$ cat src/rtl/ps2_host_tx.sv
`timescale 1ns/1ps
// Host-to-device PS/2 byte transmitter: inhibit, request-to-send, shift 8 data bits,
// odd parity and stop on device clock falls, then sample the device acknowledge.
module ps2_host_tx #(
  parameter int unsigned INHIBIT_CYCLES = 10000,
  parameter int unsigned REQ_CYCLES     = 500,
  parameter int unsigned TIMEOUT_CYCLES = 200000
) (
  input  logic       clk,
  input  logic       rst,
  input  logic [7:0] tx_data,
  input  logic       tx_start,
  input  logic       ps2_clk_i,
  input  logic       ps2_data_i,
  output logic       ps2_clk_oe,
  output logic       ps2_data_oe,
  output logic       busy,
  output logic       done,
  output logic       ack_err,
  output logic       timeout_err
);

  localparam int unsigned MAX_AB = (INHIBIT_CYCLES > REQ_CYCLES) ? INHIBIT_CYCLES : REQ_CYCLES;
  localparam int unsigned MAXC   = (MAX_AB > TIMEOUT_CYCLES) ? MAX_AB : TIMEOUT_CYCLES;
  localparam int          CW     = $clog2(MAXC + 1);

  localparam logic [CW-1:0] INH_LAST = CW'(INHIBIT_CYCLES - 1);
  localparam logic [CW-1:0] REQ_LAST = CW'(REQ_CYCLES - 1);
  localparam logic [CW-1:0] TO_LAST  = CW'(TIMEOUT_CYCLES - 1);

  typedef enum logic [2:0] {
    S_IDLE,
    S_INHIBIT,
    S_REQ,
    S_SEND,
    S_ACK,
    S_WAIT_IDLE,
    S_DONE
  } state_t;

  state_t        state_q;
  logic [CW-1:0] cnt_q;
  logic [3:0]    k_q;
  logic [3:0]    k_d;
  logic [7:0]    data_q;
  logic          parity_q;
  logic          ack_fail_q;

  logic          clk_s1_q, clk_s2_q, clk_prev_q;
  logic          data_s1_q, data_s2_q;
  logic          fall_d;

  logic          clk_oe_q, data_oe_q, busy_q, done_q, ack_err_q, timeout_err_q;

  // Synchronizers reset to the idle (released, high) line level so reset never looks like a fall.
  always_ff @(posedge clk or posedge rst) begin
    if (rst) begin
      clk_s1_q   <= 1'b1;
      clk_s2_q   <= 1'b1;
      clk_prev_q <= 1'b1;
      data_s1_q  <= 1'b1;
      data_s2_q  <= 1'b1;
    end else begin
      clk_s1_q   <= ps2_clk_i;
      clk_s2_q   <= clk_s1_q;
      clk_prev_q <= clk_s2_q;
      data_s1_q  <= ps2_data_i;
      data_s2_q  <= data_s1_q;
    end
  end

  assign fall_d = clk_prev_q & ~clk_s2_q;
  assign k_d    = k_q + 4'd1;

  always_ff @(posedge clk or posedge rst) begin
    if (rst) begin
      state_q       <= S_IDLE;
      cnt_q         <= '0;
      k_q           <= 4'd0;
      data_q        <= 8'h00;
      parity_q      <= 1'b0;
      ack_fail_q    <= 1'b0;
      clk_oe_q      <= 1'b0;
      data_oe_q     <= 1'b0;
      busy_q        <= 1'b0;
      done_q        <= 1'b0;
      ack_err_q     <= 1'b0;
      timeout_err_q <= 1'b0;
    end else begin
      done_q        <= 1'b0;
      ack_err_q     <= 1'b0;
      timeout_err_q <= 1'b0;
      case (state_q)
        S_IDLE: begin
          if (tx_start) begin
            data_q    <= tx_data;
            parity_q  <= ~^tx_data;
            busy_q    <= 1'b1;
            clk_oe_q  <= 1'b1;
            data_oe_q <= 1'b0;
            cnt_q     <= '0;
            state_q   <= S_INHIBIT;
          end
        end
        S_INHIBIT: begin
          if (cnt_q == INH_LAST) begin
            cnt_q     <= '0;
            data_oe_q <= 1'b1;
            state_q   <= S_REQ;
          end else begin
            cnt_q <= cnt_q + CW'(1);
          end
        end
        S_REQ: begin
          if (cnt_q == REQ_LAST) begin
            cnt_q      <= '0;
            k_q        <= 4'd0;
            ack_fail_q <= 1'b0;
            clk_oe_q   <= 1'b0;
            state_q    <= S_SEND;
          end else begin
            cnt_q <= cnt_q + CW'(1);
          end
        end
        S_SEND, S_ACK, S_WAIT_IDLE: begin
          // The timeout window spans everything after the clock is handed to the device.
          if (cnt_q == TO_LAST) begin
            clk_oe_q      <= 1'b0;
            data_oe_q     <= 1'b0;
            done_q        <= 1'b1;
            timeout_err_q <= 1'b1;
            state_q       <= S_DONE;
          end else begin
            cnt_q <= cnt_q + CW'(1);
            case (state_q)
              S_SEND: begin
                if (fall_d) begin
                  k_q <= k_d;
                  if (k_d == 4'd10) begin
                    data_oe_q <= 1'b0;
                    state_q   <= S_ACK;
                  end else if (k_d == 4'd9) begin
                    data_oe_q <= ~parity_q;
                  end else begin
                    data_oe_q <= ~data_q[k_q[2:0]];
                  end
                end
              end
              S_ACK: begin
                if (fall_d) begin
                  ack_fail_q <= data_s2_q;
                  state_q    <= S_WAIT_IDLE;
                end
              end
              default: begin
                if (clk_s2_q && data_s2_q) begin
                  done_q    <= 1'b1;
                  ack_err_q <= ack_fail_q;
                  state_q   <= S_DONE;
                end
              end
            endcase
          end
        end
        S_DONE: begin
          busy_q  <= 1'b0;
          state_q <= S_IDLE;
        end
        default: begin
          state_q <= S_IDLE;
        end
      endcase
    end
  end

  assign ps2_clk_oe  = clk_oe_q;
  assign ps2_data_oe = data_oe_q;
  assign busy        = busy_q;
  assign done        = done_q;
  assign ack_err     = ack_err_q;
  assign timeout_err = timeout_err_q;

endmodule

$ cat config.mk
export PLATFORM = sky130hd
export DESIGN_NAME = ps2_host_tx
export DESIGN_NICKNAME = d
export VERILOG_FILES = /design/src/rtl/ps2_host_tx.sv
export SDC_FILE = /design/constraint.sdc
export NUM_CORES = 1
export LEC_CHECK = 0
export CORE_MARGIN = 4
export CORE_UTILIZATION = 30
export CTS_BUF_LIST = sky130_fd_sc_hd__clkbuf_2 sky130_fd_sc_hd__clkbuf_4 sky130_fd_sc_hd__clkbuf_8
export CTS_CLUSTER_DIAMETER = 120
export DETAILED_ROUTE_END_ITERATION = 7
export PLACE_DENSITY = 0.47
export SYNTH_ARGS = -nofsm -noshare
export SYNTH_HDL_FRONTEND = slang
export SYNTH_SLANG_ARGS = --single-unit
$ cat constraint.sdc
create_clock -name clk -period 3.25 [get_ports clk]
set_clock_uncertainty 0.05 [all_clocks]
set_input_delay 0.65 -clock clk [delete_from_list [all_inputs] [get_ports clk]]
set_output_delay 0.65 -clock clk [all_outputs]
set_load 0.02 [all_outputs]
==> summary.md <==
| Metric | Value |
|---|---|
| Gates resized, CTS repair | `0` |
| Tcrit/Tclk final | `83.7%` |
| Hold Crit Class | `reg2reg` |
| Mapped Cells | `262` |
| Setup TNS | `0 ns` |
| Async S/R FF share, synth | `100%` |
| Post-synth EDFFs | `0` |
| Gr usage total | `11.9%` |
| Clock Latency Late Sink | `0.30 ns` |
| DR vias | `1,981` |
| Die Ht | `101 microns` |
| Pin count of the biggest net entering global routing | `25` |
| DRT Pass-1 Iters | `4` |
| Via/cell ratio | `5.12` |
| H-tree lvl count | `2` |
| Hold_ws | `0.310 ns` |
| DP HPWL | `4140 microns` |
| Worst Path Required | `3.37 ns` |
| Tmin final | `2.72 ns` |
| Rows | `33` |
| Commonest cells after routing, fill and taps aside | `dfrtp_1 (41), nand2_1 (25), nor2_1 (23)` |
| Type of origin of the critical path | `register` |
| DR iter-0 viols | `124` |
| Synth Register Bits | `46` |
| Drt total wl | `5660 microns` |
| Die Wd | `101 microns` |
| Status | `finished, final reports clean` |
| Top-area cell type share of the netlist area | `39.5%` |
| Die area | `10,200 sq um` |
| Setup Buffers After CTS | `0` |
| Global-route wire length before repair | `9830 microns` |
| Boundary pin count | `19` |
| Layout cell share with drive strength beyond 1 | `15.2%` |
| Initial Utilization | `31.2%` |
| Hold path start | `clk_s1_q` |
| Vias in the first global route | `1,937` |
| Kind of critical path | `reg2reg` |
| Pre-CTS WS | `0.493 ns` |
| Initial antenna violation count | `0` |
| Final setup violation count | `0` |
| P&R area growth vs syn | `16.2%` |
| Critical Path AT | `2.85 ns` |
| Max Cap Viol | `0` |
| Worst R2R Path Depth | `7` |
| Post-synthesis sequential area ratio | `44.5%` |
| Num CTS Buffers | `5` |
| Deepest clock path buffer count | `2` |
| Fmax | `0.368 GHz` |
| DRC viols | `0` |
| Pins Over Slew Limit | `0` |
| Cts hold-fix bufs | `0` |
| Synth Cell Area | `2600 sq um` |
| # nets final | `298` |
| Diodes inserted | `0` |
| CTS root buf | `clkbuf_8` |
| Cell Pwr Density | `742 nW/um^2` |
| Reg2Reg Capture Point | `cnt_q[12]` |
| Max-slew headroom | `48.7%` |
| Fin. Hold Viols | `0` |
| Synth area leader | `dfrtp_1` |
| Setup ws final | `0.530 ns` |
| Most common cell after layout, fill and taps aside | `dfrtp_1` |
| Synth cell types | `55` |
| Yosys warning count | `0` |
| Synth Area per Inst | `9.92 sq um` |
| RSZ-0062 raised after global routing | `false` |
| Largest cells by area after synthesis | `dfrtp_1 (39%), dfstp_2 (5.1%), mux2_2 (4.3%), xnor2_1 (4.0%), nand2_1 (3.6%)` |
| R2R setup slack | `0.53 ns` |
| VDD IR max | `0.203 mV` |
| Clock transition at path regs | `0.09 ns` |
| Worst hold endpoint | `clk_s2_q` |
| RR Startpoint | `cnt_q[0]` |
| Design Area, Final | `3020 sq um` |
| GPL Wtd Cong | `0.766` |
| Syn Nets | `279` |
| CP Capture Type | `register` |
| Final ANT Viol Nets | `0` |
| Worst hold path depth | `0` |
| Core area | `8340 sq um` |
| Wire per inst | `14.6 microns` |
| Top_reg_cell synth | `dfrtp_1` |
| Clock net sink count | `46` |
| Lkg Pwr | `1.18 nW` |
| Grt ovf | `0` |
| Port bufs | `18` |
| Least-Margin Pin Slew | `0.765 ns` |
| Placed insts | `379` |
| Crit path max fanout | `13` |
| CTS tree | `yes` |
| Cell Count, Final, Fillers Out | `387` |
| Post-DP Area | `2880 sq um` |
[per-stage QoR]
stage / power [mW] / util (%)
after floorplan: 1.52 / -
after global placement: 1.75 / 34.6
after detailed placement: 1.74 / 34.6
after CTS: 2.27 / 36.2
after global routing: 2.42 / 36.2
final: 2.24 / 36.2
[logic make-up after synthesis]
logic type | count (synthesis) | share of synthesized area, %
buffers and inverters | 20 | 3.80
AND/OR/NAND/NOR | 103 | 21.7
XOR/XNOR | 18 | 6.07
AO/OA/AOI/OAI | 56 | 14.6
flip-flops | 46 | 44.5
multiplexers | 15 | 7.41
adder cells (fa/ha/maj) | 4 | 1.93
[worst max-delay path by stage]
stage,depth (start not counted),startpoint,endpoint,slack (ns)
floorplan,7,cnt_q[7],state_q[2],1.22
global placement,7,tx_start,cnt_q[17],0.46
detailed placement,7,tx_start,cnt_q[17],0.49
CTS,7,cnt_q[0],cnt_q[14],0.50
global route,7,cnt_q[0],cnt_q[16],0.28
finish,7,cnt_q[0],cnt_q[12],0.53
[state kept, by name, summed over array words and instances (netlist names)]
name         flops
clk_prev_q       1
done             1
data_q           8
cnt_q           18
clk_s1_q         1
data_s1_q        1
clk_s2_q         1
parity_q         1
state_q          3
data_s2_q        1
busy             1
ack_fail_q       1
ps2_data_oe      1
k_q              4
ps2_clk_oe       1
ack_err          1
timeout_err      1
[cell usage after synthesis, types with 3 or more instances]
| cell type | number |
|---|---|
| dfrtp_1 | 41 |
| nand2_1 | 25 |
| nor2_1 | 23 |
| o21ai_0 | 13 |
| xnor2_1 | 12 |
| a21oi_1 | 11 |
| mux2_2 | 10 |
| inv_1 | 8 |
| nand3_1 | 7 |
| nand4_1 | 7 |
| nor3b_1 | 6 |
| xor2_1 | 6 |
| and3_1 | 5 |
| dfstp_2 | 5 |
| nor2b_1 | 5 |
| nor3_1 | 5 |
| buf_2 | 4 |
| ha_1 | 4 |
| nand2b_1 | 4 |
| a22o_1 | 3 |
| clkbuf_1 | 3 |
| nor3_2 | 3 |
| o21ai_1 | 3 |
| o22ai_1 | 3 |
| o2bb2ai_1 | 3 |
[metal layers]
layer  vias to the layer above  track usage [%]  share of wire [%]
met1                       971             18.0                 51
met3                         4             2.21                3.5
met5                         -                0                  0
met2                        32             17.6                 44
met4                         0             2.76               0.74
li1                        974                -                  -
[power by group]
group	internal [mW]	switching, mW	leakage (nW)
Combinational	0.410	0.467	0.537
Clock	0.308	0.204	0.0683
Sequential	0.707	0.144	0.576
Total	1.43	0.815	1.18
[final cells by class]
class | count | area [sq um]
Fill cell | 886 | 5320
Timing Repair Buffer | 23 | 218
Multi-Input combinational cell | 196 | 1340
Clock buffer | 5 | 68.8
Sequential cell | 46 | 1160
Inverter | 9 | 33.8
Clock inverter | 3 | 68.8
Tap cell | 105 | 131
[critical path: stages (launching register included)]
cell	delay, ns
dfrtp_1	0.42
ha_1	0.24
and3_1	0.23
nand3_1	0.20
nor3_2	0.17
a221oi_2	0.69
and2_1	0.49
nor2_1	0.10
Note: power is estimated with default switching activity, not from simulation.
